## src/rtl/sha1_pkg.sv

```systemverilog
// ---------------------------------------------------------------------------
// sha1_pkg
// Shared definitions for the SHA-1 round controller and its round decoder:
// FSM state encoding, the four round constants, f-function select codes,
// round-group boundaries and the default loop sizes.
// No ports; imported with "import sha1_pkg::*;".
// ---------------------------------------------------------------------------
package sha1_pkg;

    typedef enum logic [2:0] {
        ST_IDLE  = 3'd0,
        ST_LOAD  = 3'd1,
        ST_ROUND = 3'd2,
        ST_FINAL = 3'd3,
        ST_OUT   = 3'd4
    } state_t;

    // Round constants, one per 20-round group
    localparam logic [31:0] K0 = 32'h5A827999;
    localparam logic [31:0] K1 = 32'h6ED9EBA1;
    localparam logic [31:0] K2 = 32'h8F1BBCDC;
    localparam logic [31:0] K3 = 32'hCA62C1D6;

    // f-function select codes; the last group reuses Parity under its own code
    localparam logic [1:0] F_SEL_CH   = 2'd0;
    localparam logic [1:0] F_SEL_PAR  = 2'd1;
    localparam logic [1:0] F_SEL_MAJ  = 2'd2;
    localparam logic [1:0] F_SEL_PAR3 = 2'd3;

    // Round-group boundaries and the first round fed by the schedule recurrence
    localparam logic [6:0] RND_B1        = 7'd20;
    localparam logic [6:0] RND_B2        = 7'd40;
    localparam logic [6:0] RND_B3        = 7'd60;
    localparam logic [6:0] W_SCHED_START = 7'd16;

    // Default loop sizes
    localparam int ROUNDS_DEF    = 80;
    localparam int BLK_WORDS_DEF = 16;
    localparam int DIG_WORDS_DEF = 5;

endpackage

```

## src/rtl/sha1_round_decode.sv

```systemverilog
// ---------------------------------------------------------------------------
// sha1_round_decode
// Purely combinational map from round index t to the per-round controls of
// the SHA-1 datapath. Kept separate so a datapath model can reuse it.
// Ports:
//   round  in  7   round index t (0..79)
//   f_sel  out 2   f-function select (Ch / Parity / Maj / Parity)
//   k      out 32  round constant K(t)
//   w_sel  out 1   0 = W from loaded buffer, 1 = W from schedule recurrence
// ---------------------------------------------------------------------------
module sha1_round_decode
    import sha1_pkg::*;
(
    input  logic [6:0]  round,
    output logic [1:0]  f_sel,
    output logic [31:0] k,
    output logic        w_sel
);

    always_comb begin
        f_sel = F_SEL_CH;
        k     = K0;
        if (round >= RND_B3) begin
            f_sel = F_SEL_PAR3;
            k     = K3;
        end else if (round >= RND_B2) begin
            f_sel = F_SEL_MAJ;
            k     = K2;
        end else if (round >= RND_B1) begin
            f_sel = F_SEL_PAR;
            k     = K1;
        end
    end

    assign w_sel = (round >= W_SCHED_START);

endmodule

```

## src/rtl/sha1_round_ctrl.sv

```systemverilog
// ---------------------------------------------------------------------------
// sha1_round_ctrl
// Control sequencer for one SHA-1 block: loads 16 message words over a
// valid/ready handshake, steps the 80 compression rounds, pulses the
// H-accumulate, then presents the five digest word indices to the consumer.
// Holds only control state; no hash data passes through it.
// Ports:
//   i_clk, i_rst_n      clock, synchronous active-low reset
//   i_start             begin a block (IDLE only), i_first_block loads IV
//   i_abort             synchronous return to IDLE, overrides everything
//   i_word_valid        message word present; o_word_ready / o_ld_en accept it
//   o_init_h            one-cycle IV load pulse in the first LOAD cycle
//   o_upd_en, o_round   round execute enable and index t
//   o_f_sel, o_k, o_w_sel  per-round decode of t (zero outside ROUND)
//   o_add_h             one-cycle H += {a,b,c,d,e} pulse
//   o_dig_valid, i_dig_ready, o_dig_sel  digest word readout handshake
//   o_busy              not in IDLE
//   o_done              one-cycle pulse after the last digest word is taken
// ---------------------------------------------------------------------------
module sha1_round_ctrl
    import sha1_pkg::*;
#(
    parameter int ROUNDS    = ROUNDS_DEF,
    parameter int BLK_WORDS = BLK_WORDS_DEF,
    parameter int DIG_WORDS = DIG_WORDS_DEF
) (
    input  logic        i_clk,
    input  logic        i_rst_n,
    input  logic        i_start,
    input  logic        i_first_block,
    input  logic        i_abort,
    input  logic        i_word_valid,
    output logic        o_word_ready,
    output logic        o_ld_en,
    output logic        o_init_h,
    output logic        o_upd_en,
    output logic [6:0]  o_round,
    output logic [1:0]  o_f_sel,
    output logic [31:0] o_k,
    output logic        o_w_sel,
    output logic        o_add_h,
    output logic        o_dig_valid,
    input  logic        i_dig_ready,
    output logic [2:0]  o_dig_sel,
    output logic        o_busy,
    output logic        o_done
);

    localparam int              WCNT_W = $clog2(BLK_WORDS);
    localparam logic [6:0]      T_LAST = 7'(ROUNDS - 1);
    localparam logic [WCNT_W-1:0] W_LAST = WCNT_W'(BLK_WORDS - 1);
    localparam logic [2:0]      D_LAST = 3'(DIG_WORDS - 1);

    state_t              state_q, state_d;
    logic [6:0]          t_q, t_d;
    logic [WCNT_W-1:0]   wcnt_q, wcnt_d;
    logic [2:0]          dig_q, dig_d;
    logic                init_h_q, init_h_d;
    logic                done_q, done_d;

    logic                in_round;
    logic [1:0]          dec_f_sel;
    logic [31:0]         dec_k;
    logic                dec_w_sel;

    always_ff @(posedge i_clk) begin
        if (!i_rst_n) begin
            state_q  <= ST_IDLE;
            t_q      <= '0;
            wcnt_q   <= '0;
            dig_q    <= '0;
            init_h_q <= 1'b0;
            done_q   <= 1'b0;
        end else begin
            state_q  <= state_d;
            t_q      <= t_d;
            wcnt_q   <= wcnt_d;
            dig_q    <= dig_d;
            init_h_q <= init_h_d;
            done_q   <= done_d;
        end
    end

    // Counters are cleared on the state change that ends their phase, so
    // each phase always starts from 0 without relying on wrap-around.
    always_comb begin
        state_d  = state_q;
        t_d      = t_q;
        wcnt_d   = wcnt_q;
        dig_d    = dig_q;
        init_h_d = 1'b0;
        done_d   = 1'b0;

        case (state_q)
            ST_IDLE: begin
                if (i_start) begin
                    state_d  = ST_LOAD;
                    init_h_d = i_first_block;
                end
            end
            ST_LOAD: begin
                if (i_word_valid) begin
                    if (wcnt_q == W_LAST) begin
                        state_d = ST_ROUND;
                        wcnt_d  = '0;
                        t_d     = '0;
                    end else begin
                        wcnt_d = wcnt_q + 1'b1;
                    end
                end
            end
            ST_ROUND: begin
                if (t_q == T_LAST) begin
                    state_d = ST_FINAL;
                    t_d     = '0;
                end else begin
                    t_d = t_q + 1'b1;
                end
            end
            ST_FINAL: begin
                state_d = ST_OUT;
                dig_d   = '0;
            end
            ST_OUT: begin
                if (i_dig_ready) begin
                    if (dig_q == D_LAST) begin
                        state_d = ST_IDLE;
                        dig_d   = '0;
                        done_d  = 1'b1;
                    end else begin
                        dig_d = dig_q + 1'b1;
                    end
                end
            end
            default: begin
                state_d = ST_IDLE;
            end
        endcase

        // Abort wins over every transition and suppresses any pending pulse
        if (i_abort) begin
            state_d  = ST_IDLE;
            t_d      = '0;
            wcnt_d   = '0;
            dig_d    = '0;
            init_h_d = 1'b0;
            done_d   = 1'b0;
        end
    end

    sha1_round_decode u_decode (
        .round (t_q),
        .f_sel (dec_f_sel),
        .k     (dec_k),
        .w_sel (dec_w_sel)
    );

    assign in_round     = (state_q == ST_ROUND);
    assign o_word_ready = (state_q == ST_LOAD);
    assign o_ld_en      = i_word_valid & o_word_ready;
    assign o_init_h     = init_h_q;
    assign o_upd_en     = in_round;
    assign o_round      = in_round ? t_q       : '0;
    assign o_f_sel      = in_round ? dec_f_sel : '0;
    assign o_k          = in_round ? dec_k     : '0;
    assign o_w_sel      = in_round & dec_w_sel;
    assign o_add_h      = (state_q == ST_FINAL);
    assign o_dig_valid  = (state_q == ST_OUT);
    assign o_dig_sel    = dig_q;
    assign o_busy       = (state_q != ST_IDLE);
    assign o_done       = done_q;

endmodule

```

## config.mk

```make
export PLATFORM = sky130hd
export DESIGN_NAME = sha1_round_ctrl
export DESIGN_NICKNAME = d
export VERILOG_FILES = /design/src/rtl/sha1_pkg.sv /design/src/rtl/sha1_round_decode.sv /design/src/rtl/sha1_round_ctrl.sv
export SDC_FILE = /design/constraint.sdc
export NUM_CORES = 1
export LEC_CHECK = 0
export BUFFER_PORTS_ARGS = -buffer_cell sky130_fd_sc_hd__buf_2
export CAP_MARGIN = 30
export CORE_UTILIZATION = 24
export CTS_BUF_LIST = sky130_fd_sc_hd__clkbuf_16
export CTS_CLUSTER_DIAMETER = 80
export DETAILED_ROUTE_END_ITERATION = 10
export GPL_TIMING_DRIVEN = 0
export MAX_ROUTING_LAYER = met4
export SYNTH_ARGS = -nofsm -noshare
export SYNTH_HDL_FRONTEND = slang
export SYNTH_SLANG_ARGS = --single-unit
```

## constraint.sdc

```tcl
create_clock -name i_clk -period 3.85 [get_ports i_clk]
set_input_delay 0.385 -clock i_clk [delete_from_list [all_inputs] [get_ports i_clk]]
set_output_delay 0.385 -clock i_clk [all_outputs]
set_load 0.01 [all_outputs]
```

Yosys cells after proc, flatten, opt, wreduce, memory -nomap -nowiden --
Index checks and enable logic that the tools add are counted. W data, S select, Z words.
Cells by class: order comparisons 4, add/subtract/negate cells 3, reductions and logical operators 11, equal/unequal tests 13, bitwise logic cells 7, multiplexer cells 25
Operators by type and width (count):
- $mux W32 | 3
- $mux W30 | 1
- $mux W7 | 4
- $mux W3 | 8
- $pmux W3 S5 | 1
- $ge A7 B5 Y1 const B | 2
- $ge A7 B6 Y1 const B | 2
- $pmux W7 S2 | 1
- $ne A2 B1 Y1 const B | 4
- $reduce_or A4 Y1 | 2
- $add A7 B1 Y7 const B | 1
- $eq A7 B7 Y1 const B | 1
- $eq A3 B2 Y1 const B | 2
- $eq A3 B3 Y1 const B | 2
- $mux W2 | 3
- $pmux W3 S2 | 1
- $reduce_and A6 Y1 | 1
- $not A1 Y1 | 5
- $add A4 B1 Y4 const B | 1
- $eq A4 B4 Y1 const B | 1
- $mux W4 | 1
- $ne A2 B2 Y1 const B | 2
- $reduce_and A2 Y1 | 2
- $reduce_bool A2 Y1 | 2
- 8 further kinds | 10
Word-level totals: input port bits 7, output and inout bits 53, flip-flop bits (word level) 19, word-level logic and storage cells 69

Depth between registers and ports, before layout --
Gate-level depths: netlist (run 1).
depth in word-level cells 5, depth in mapped cells 6, mapped depth without buffers 6

Hierarchy --
Synthesis (run 1) repeated with hierarchy kept, for this count alone.
Unflattened totals: cells, all modules 212, area, all modules 1620.3 sq um
Modules (own cells, without submodules):
- sha1_round_ctrl | cells an instance 165, area each 1293.7 sq um, seq. area each 380.4 sq um, instances 1
- sha1_round_decode | cells an instance 47, area each 326.6 sq um, seq. area each 0.0 sq um, instances 1

Worst setup path after synthesis (run 1) --
Ideal clock, no wire load.
path type reg-to-output, start reg state_q[1], end out o_k[12], data arrival time 2.008 ns, data required time 3.465 ns, slack 1.457 ns, buffers on the path 3, stages on the path, launching flop included 6, cell sequence dfxtp_1 > or3b_1 > buf_6 > buf_2 > a2111oi_0 > buf_4
Between the ends: cells in the longest elaborated chain, start to end 2
Ends and longest elaborated chain:
- start, declared | line sha1_round_ctrl.sv:54 | state_t state_q, state_d;
- start signal, assigned | line sha1_round_ctrl.sv:75 | state_q <= state_d;
- $eq A3 B2 Y1 | line sha1_round_ctrl.sv:158 | assign in_round = (state_q == ST_ROUND);
- $mux W32 | line sha1_round_ctrl.sv:165 | assign o_k = in_round ? dec_k : '0;
- end, declared | line sha1_round_ctrl.sv:39 | output logic [31:0] o_k,
Every way passes these cells.

Final worst setup path (run 1) --
Same ends and word-level chain as after synthesis.

==> results of run 1 <==
[worst reg2reg max path, cell delays in order (launching register included)]
cell and delay, ns:
dfxtp_1 0.43, or3b_1 0.38, buf_6 0.15, clkinv_4 0.08
a21oi_4 0.06, or3_1 0.33, a21oi_1 0.14
[worst max path at each step]
| stage | start | to | slack [ns] | cells after the start |
|---|---|---|---|---|
| 6_report | state_q[1]$_SDFFE_PP0P_ | o_k[12] | 1.27 | 6 |
| 5_1_grt | state_q[1]$_SDFFE_PP0P_ | o_k[12] | 1.11 | 6 |
| 4_1_cts | state_q[1]$_SDFFE_PP0P_ | o_k[12] | 1.24 | 6 |
| 3_5_place_dp | state_q[1]$_SDFFE_PP0P_ | o_k[12] | 1.52 | 6 |
| 3_3_place_gp | state_q[1]$_SDFFE_PP0P_ | o_k[12] | 1.56 | 6 |
| 2_1_floorplan | state_q[1]$_SDFFE_PP0P_ | o_k[12] | 1.46 | 5 |
[placed cells by master, fill, tap and decap left out, types with 3 or more instances in the layout]
| cell | count |
|---|---|
| and2_1 | 4 |
| ha_1 | 5 |
| a21oi_1 | 13 |
| nor2_1 | 25 |
| nor3_1 | 7 |
| buf_2 | 60 |
| buf_4 | 21 |
| dfxtp_1 | 19 |
| inv_1 | 9 |
| mux2i_1 | 3 |
| clkbuf_16 | 3 |
| clkbuf_1 | 6 |
| nand2_1 | 15 |
| o21ai_0 | 10 |
[registers in the layout (all words and copies together), names as in the netlist]
name,flops
o_done,1
state_q,3
o_dig_sel,3
wcnt_q,4
o_init_h,1
t_q,7
[per-layer routing]
| metal | global-route usage | part of all wire | vias to the layer above |
|---|---|---|---|
| met3 | 0.0335 | 0.063 | 4 |
| met4 | 0.0577 | 0.012 | 0 |
| met2 | 0.185 | 0.45 | 46 |
| li1 | - | - | 701 |
| met1 | 0.132 | 0.48 | 581 |
| met5 | - | 0 | - |
[cell type report]
type	count	area, um2	share of cell area
clock buffer	3	75.1	0.0420
clock inverter	1	3.75	0.00210
inverter	9	38.8	0.0217
buffer	30	201	0.113
multi-input combinational	119	711	0.397
timing repair buffer	58	290	0.162
tap	70	87.6	0.0490
sequential	19	380	0.213
[power groups by stage]
stage	clock, mW	sequential, mW	combinational (mW)
2_1_floorplan	0	0.203	0.00916
3_3_place_gp	0	0.203	0.0169
3_5_place_dp	0	0.203	0.0169
4_1_cts	0.216	0.199	0.0170
5_1_grt	0.226	0.199	0.0188
6_report	0.210	0.199	0.0167
[through the flow]
step,power (mW),cells
floorplan,0.212,177
global placement,0.220,305
detailed placement,0.220,305
CTS,0.431,309
global route,0.444,309
finish,0.426,309
[logic make-up after synthesis]
| kind of cell | synth area share |
|---|---|
| compound gates | 0.154 |
| xor+xnor | 0.0197 |
| buf+inv | 0.180 |
| flops | 0.286 |
| other cells | 0.00282 |
| simple gates | 0.288 |
| mux | 0.0226 |
| fa+ha+maj | 0.0470 |
==> results.yml, run 1 <==
status:
  status: "complete, no violations"
setup_path:
  cp_top_family: "buffers and inverters"
  worst-r2r-cell-count: 6
  cp_max_fo: 10
  end_kind: "output pin"
  worstPathRequired_ns: 3.46
  timing.rr.start: "state_q[1]$_SDFFE_PP0P_"
  r2r-end: "t_q[2]$_SDFFE_PP0P_"
  path_cells: "or3b_1, buf_6, buf_2, a2111oi_0, buf_4, buf_2"
  worst_path_most_repeated_cell: "buf_2"
  reg2reg_slack_ns: 2.20
  worst-path-buf-inv: 4
  critPathKind: "flop to output pin"
  cpPeakStageDelay_ns: 0.49
  cp_slowest_cell: "a2111oi_0"
  critPathLaunchType: "flop"
  cp.arrival_ns: 2.20
routing:
  route.vias.total: 1332
  firstDrtPassIters: 4
  wl_per_cell_um: 10.2
  drtIter0Drc: 26
  via_per_inst: 4.31
  wirelength_um: 3150
  drc: 0
  antenna_left: 0
clock_tree:
  worstSkewPairLatency_ns: 0.25
  cts_buffers: 3
  clockBufferDepth: 2
  clkTransAtPathRegs_ns: 0.05
  cts.sink_count: 19
  cts_tree: "yes"
  post_cts_buffers: 0
  hold_buffers: 0
  cts_htree_levels: 1
  root_buffer: "clkbuf_16"
  postCtsResizedCells: 0
logic_synthesis:
  yosys_register_bits: 19
  synth.yosys.seq_area_share: 0.286
  synth_warnings: 0
  netlist_area_um2: 1330
  synth.area.top_cells: "dfxtp_1 (29%), buf_4 (12%), nor2_1 (7.0%)"
  syn_inst: 177
  synth_edf_count: 0
  synth_ff_type: "dfxtp_1"
  synth_most_common_cell: "nor2_1"
  synth.top_cell.area_share: 0.286
  synthTopCellsByCount: "nor2_1 (25), buf_4 (21), dfxtp_1 (19)"
  async_flop_share: 0
  syn-num-nets: 189
  avgSynthCellArea_um2: 7.52
  synth_top_area_cell: "dfxtp_1"
  synth_cell_types: 44
power_and_ir_drop:
  p_leak_nw: 0.878
  seq_power_share: 0.467
  power.internal_mw: 0.343
  powerDensity_nw_per_um2: 238
  switching_share: 0.195
  combPwrFrac: 0.039
  clkPwrFrac: 0.494
  ir_drop_v: 0.000134
  p_switching_mw: 0.0828
global_routing:
  grt_max_degree: 11
  overflow: 0
  antenna_found_initial: 0
  grt_pass1_vias: 1203
  grt_usage: 0.116
  grt_pass1_wl_um: 5420
timing:
  final.setup.tns_ns: 0
  clock.fmax_ghz: 0.387
  final_hold_viol_count: 0
  grt_setup_unrepaired: "false"
  post-route-period-util: 0.671
  finClkSkew_ns: 0.00238
  final-max-slew-violation-count: 0
  fin_ws_ns: 1.27
  slew_headroom: 0.598
  worst_slew_pin_slew_ns: 0.588
  finalSetupViolCount: 0
  hold-worst-slack_ns: 0.360
  min_period_ns: 2.58
final_layout:
  syn2layout_area_growth_pct: 34.3
  drive_above_1_share: 0.389
  nFillCells: 566
  finish.utilization: 0.341
  diodes: 0
  nets: 252
  final_cell_area_um2: 1790
placed_design:
  numPortBuffers: 58
  routabilityCongestion: 0.765
  place_area_um2: 1710
  dpl.hpwl_um: 2420
  place_ws_ns: 1.52
floorplanning:
  rows: 26
  start_util: 0.254
  fp.dieArea_um2: 5850
  die_width_um: 76.5
  coreArea_um2: 5240
  pin_count: 60
  die_y_um: 76.5
worst_hold_path:
  whs_path_depth: 3
  worstHoldPathType: "input pin to flop"
  min-delay-start: "i_first_block"
  hold_end: "o_init_h$_SDFF_PP0_"
job:
  maxCapViolations: 0
Power figures use the tool's default switching activity.
==> inputs of run 2 (changes only) <==
==> constraint.sdc (replaced) <==
create_clock -name i_clk -period 2.4 [get_ports i_clk]
set_input_delay 0.24 -clock i_clk [delete_from_list [all_inputs] [get_ports i_clk]]
set_output_delay 0.24 -clock i_clk [all_outputs]
set_load 0.01 [all_outputs]
==> run 2 against run 1 <==
  * Clock skew is essentially flat
  * Sequential power increased by 60%
  * Cell area grew 0.35%
  * Non-clock buffer count is the same
  * Via count is 0.23% higher
  * Die area unchanged
  * Global-route usage grew 0.052 points
  * Count of clock-buffer cells in the layout unchanged
  * Worst setup slack got worse by 1.1 ns
==> results.yml, run 2 (synthesized netlist as in run 1, its figures left out) <==
clock_tree:
  root_buffer: "clkbuf_16"
  cts_htree_levels: 1
  clkTransAtPathRegs_ns: 0.05
  worstSkewPairLatency_ns: 0.25
  cts_tree: "yes"
  cts_buffers: 3
  clockBufferDepth: 2
  hold_buffers: 0
  cts.sink_count: 19
routing:
  firstDrtPassIters: 4
  wl_per_cell_um: 10.2
  drtIter0Drc: 32
  drc: 0
  via_per_inst: 4.32
  wirelength_um: 3160
  antenna_left: 0
  route.vias.total: 1335
power_and_ir_drop:
  seq_power_share: 0.467
  p_switching_mw: 0.132
  clkPwrFrac: 0.493
  p_leak_nw: 0.879
  switching_share: 0.194
  ir_drop_v: 0.000213
  combPwrFrac: 0.039
  powerDensity_nw_per_um2: 380
  power.internal_mw: 0.550
  finalPower_mw: 0.682
placed_design:
  routabilityCongestion: 0.765
  numPortBuffers: 58
  dpl.hpwl_um: 2420
  placed_cells: 305
floorplanning:
  pin_count: 60
  start_util: 0.254
  die_y_um: 76.5
  coreArea_um2: 5240
  fp.dieArea_um2: 5850
  die_width_um: 76.5
  rows: 26
global_routing:
  met3_usage: 0.0335
  grt_pass1_vias: 1209
  met1_usage: 0.132
  busiest_layer: "met2"
  grt_pass1_wl_um: 5440
  antenna_found_initial: 0
  grt_usage: 0.117
  grtUsageMet2: 0.186
  grt_max_degree: 11
  overflow: 0
setup_path:
  critPathKind: "flop to output pin"
  end_kind: "output pin"
  critPathLaunchType: "flop"
  cp_max_fo: 10
  r2r-end: "t_q[2]$_SDFFE_PP0P_"
  reg2reg_slack_ns: 0.75
  worst-r2r-cell-count: 6
  worstPathRequired_ns: 2.16
  timing.rr.start: "state_q[1]$_SDFFE_PP0P_"
  cp.arrival_ns: 1.97
final_layout:
  layout.cells.non_filler: 309
  largest_register_ff_count: 7
  nets: 252
  diodes: 0
  top_register: "t_q"
  syn2layout_area_growth_pct: 34.8
  reg_top3: "t_q: 7 flops, wcnt_q: 4 flops"
  drive_above_1_share: 0.393
  final_common_cell: "buf_2"
  layout_common_cells: "buf_2 (60), nor2_1 (25), buf_4 (21)"
  finish.utilization: 0.343
timing:
  finalSetupViolCount: 0
  final-max-slew-violation-count: 0
  finClkSkew_ns: 0.00287
  clock.fmax_ghz: 0.453
  hold-worst-slack_ns: 0.215
  post-route-period-util: 0.921
  final_hold_viol_count: 0
  final.setup.tns_ns: 0
  min_period_ns: 2.21
  grt_setup_unrepaired: "false"
  slew_headroom: 0.659
  worst_slew_pin_slew_ns: 0.512
worst_hold_path:
  worstHoldPathType: "input pin to flop"
  whs_path_depth: 3
  min-delay-start: "i_first_block"
  hold_end: "o_init_h$_SDFF_PP0_"
job:
  maxCapViolations: 0
status:
  status: "complete, no violations"
## run 2: cell counts in the layout (fill, tap and decap cells not counted)
Identical to the previous run, type by type.
## run 2: through the flow
stage | cell area [um2] | worst slack (ns)
after floorplan | 1330 | 0.152
after global placement | 1710 | 0.257
after detailed placement | 1710 | 0.218
after CTS | 1790 | 0.0422
after global routing | 1790 | 0.00923
final | 1790 | 0.191
## run 2: how the worst max path moves through the flow
stage | start | endpoint | cells past startpoint
4_1_cts | state_q[1]$_SDFFE_PP0P_ | o_k[12] | 6
5_1_grt | t_q[4]$_SDFFE_PP0P_ | o_k[22] | 7
2_1_floorplan | state_q[1]$_SDFFE_PP0P_ | o_k[12] | 5
3_5_place_dp | state_q[1]$_SDFFE_PP0P_ | o_k[12] | 6
3_3_place_gp | state_q[1]$_SDFFE_PP0P_ | o_k[12] | 6
6_report | t_q[4]$_SDFFE_PP0P_ | o_k[22] | 7
## run 2: power groups by stage
stage	Sequential (mW)	Combinational (mW)	Clock, mW
4_1_cts	0.319	0.0273	0.346
3_3_place_gp	0.326	0.0271	0
3_5_place_dp	0.325	0.0271	0
2_1_floorplan	0.325	0.0147	0
6_report	0.319	0.0268	0.336
5_1_grt	0.319	0.0301	0.363
## run 2: repair_timing
item | CTS | global route
buffers inserted | 0 | 0
setup endpoints to repair | 1 | 2
pin swaps | 0 | 0
gates cloned | 0 | 0
resized for setup | 1 | 1
## run 2: layer usage
metal / part of all wire / wire length [um]
met5: 0 / 0
met4: 0.012 / 38
met3: 0.065 / 206
met2: 0.45 / 1410
met1: 0.48 / 1500
## run 2: worst max-delay path, stage by stage (launching register included)
cell      delay, ns
dfxtp_1        0.30
clkbuf_1       0.34
o21a_1         0.25
mux2i_1        0.12
nor3_1         0.31
or2_2          0.19
buf_4          0.09
buf_2          0.11
## run 2: area by class of cell
class                      count  area (um2)
timing repair buffer          58         290
sequential                    19         380
clock inverter                 1        3.75
fill                         564        3440
clock buffer                   3        75.1
buffer                        30         201
tap                           70        87.6
inverter                       9        38.8
multi-input combinational    119         717
==> inputs of run 3 (changes only) <==
==> constraint.sdc (replaced) <==
create_clock -name i_clk -period 2.4 [get_ports i_clk]
set_input_delay 0.48 -clock i_clk [delete_from_list [all_inputs] [get_ports i_clk]]
set_output_delay 0.48 -clock i_clk [all_outputs]
set_load 0.01 [all_outputs]
==> run 3 against run 2 <==
  * Critical path depth shrank 1
  * Clock power about the same
  * Power is 0.46% lower
  * Combinational power about the same
  * Worst setup slack worse by 0.13 ns
  * Non-clock buffer count grew 1
  * Die area unchanged
  * First-iteration DRC count increased by 47%
  * Critical path type unchanged
  * Critical endpoint is now o_k[12]
  * Highest routed layer unchanged
==> results.yml, run 3 (synthesized netlist as in run 1, its figures left out) <==
status:
  status: "complete, no violations"
setup_path:
  worstPathRequired_ns: 1.92
  cp.arrival_ns: 1.86
  critPathLaunchType: "flop"
  cp_max_fo: 10
  cpPeakStageDelay_ns: 0.40
  cp_slowest_cell: "or3b_4"
  worst-path-buf-inv: 4
  cp_top_family: "buffers and inverters"
  critPathKind: "flop to output pin"
  end_kind: "output pin"
  path_cells: "or3b_4, buf_6, buf_6, a2111oi_4, buf_4, buf_2"
  worst_path_most_repeated_cell: "buf_6"
final_layout:
  seq_area_um2: 389
  syn2layout_area_growth_pct: 38.7
  top_register: "t_q"
  finish.utilization: 0.353
  final_cell_area_um2: 1850
  largest_register_ff_count: 7
  nFillCells: 572
  final_common_cell: "buf_2"
  reg_top3: "t_q: 7 flops, wcnt_q: 4 flops"
  multi_input_area_um2: 739
  drive_above_1_share: 0.429
  nets: 253
  layout_common_cells: "buf_2 (59), nor2_1 (24), buf_4 (23)"
  diodes: 0
clock_tree:
  clkTransAtPathRegs_ns: 0.05
  root_buffer: "clkbuf_16"
  cts_htree_levels: 1
  cts_buffers: 3
  cts.sink_count: 19
  worstSkewPairLatency_ns: 0.25
  clockBufferDepth: 2
  cts_tree: "yes"
routing:
  firstDrtPassIters: 4
  wirelength_um: 3200
  antenna_left: 0
  via_per_inst: 4.37
  route.vias.total: 1356
  drtIter0Drc: 47
  wl_per_cell_um: 10.3
  drc: 0
worst_hold_path:
  worstHoldPathType: "input pin to flop"
timing:
  min_period_ns: 2.34
  finalSetupViolCount: 0
  post-route-period-util: 0.974
  clock.fmax_ghz: 0.428
  grt_setup_unrepaired: "true"
  slew_headroom: 0.569
  final-max-slew-violation-count: 0
  hold-worst-slack_ns: 0.458
  finClkSkew_ns: 0.00173
  worst_slew_pin_slew_ns: 0.645
  final_hold_viol_count: 0
  fin_ws_ns: 0.0613
floorplanning:
  pin_count: 60
  start_util: 0.254
  die_width_um: 76.5
  fp.dieArea_um2: 5850
  coreArea_um2: 5240
  rows: 26
  die_y_um: 76.5
placed_design:
  routabilityCongestion: 0.771
  dpl.hpwl_um: 2420
  numPortBuffers: 58
  place_ws_ns: 0.0728
  place_area_um2: 1710
power_and_ir_drop:
  powerDensity_nw_per_um2: 368
  ir_drop_v: 0.000187
  p_leak_nw: 0.901
global_routing:
  grt_max_degree: 11
  overflow: 0
  grt_pass1_vias: 1205
  grt_usage: 0.114
  antenna_found_initial: 0
  grt_pass1_wl_um: 5350
job:
  maxCapViolations: 0
[run 3: stage by stage]
step / instances / TNS [ns] / total power, mW
finish: 310 / 0 / 0.679
CTS: 309 / -0.0232 / 0.693
global route: 310 / -0.105 / 0.704
global placement: 305 / 0 / 0.353
detailed placement: 305 / 0 / 0.353
floorplan: 177 / 0 / 0.340
[run 3: timing repair]
| action | in CTS | in global routing |
|---|---|---|
| gates resized for setup | 4 | 12 |
| setup buffers | 0 | 2 |
| setup endpoints to repair | 6 | 15 |
| hold buffers | 0 | 0 |
| pin swaps | 0 | 2 |
[run 3: final timing paths]
| kind | start | end | slack (ns) | cells after the start |
|---|---|---|---|---|
| min reg2reg | state_q[2]$_SDFFE_PP0P_ | state_q[0]$_SDFFE_PP0P_ | 0.47 | 1 |
| min | i_first_block | o_init_h$_SDFF_PP0_ | 0.46 | 3 |
| max | state_q[2]$_SDFFE_PP0P_ | o_k[12] | 0.06 | 6 |
| max reg2reg | state_q[1]$_SDFFE_PP0P_ | t_q[2]$_SDFFE_PP0P_ | 0.63 | 5 |
[run 3: layout make-up]
type | instances | share of cell area
repair buffers | 60 | 0.165
plain buffers | 29 | 0.112
clock buffers | 3 | 0.0407
clock inverters | 1 | 0.00203
well taps | 70 | 0.0474
multi-input cells | 119 | 0.400
inverters | 9 | 0.0210
flip-flops and latches | 19 | 0.211
[run 3: worst min-delay path, cell delays in order]
cell	delay, ns
buf_2	0.10
nand2_1	0.05
nor3_1	0.04
[run 3: metal layers]
metal | track usage | up-vias | wire [um]
li1 | - | 702 | -
met1 | 0.128 | 601 | 1510
met2 | 0.194 | 48 | 1440
met3 | 0.0251 | 5 | 183
met4 | 0.0500 | 0 | 58
met5 | - | - | 0
[run 3: where the power goes]
part	total, mW	switching (mW)	internal, mW
Sequential	0.317	0.00168	0.316
Combinational	0.0271	0.0158	0.0113
Clock	0.334	0.113	0.221
Total	0.679	0.130	0.548
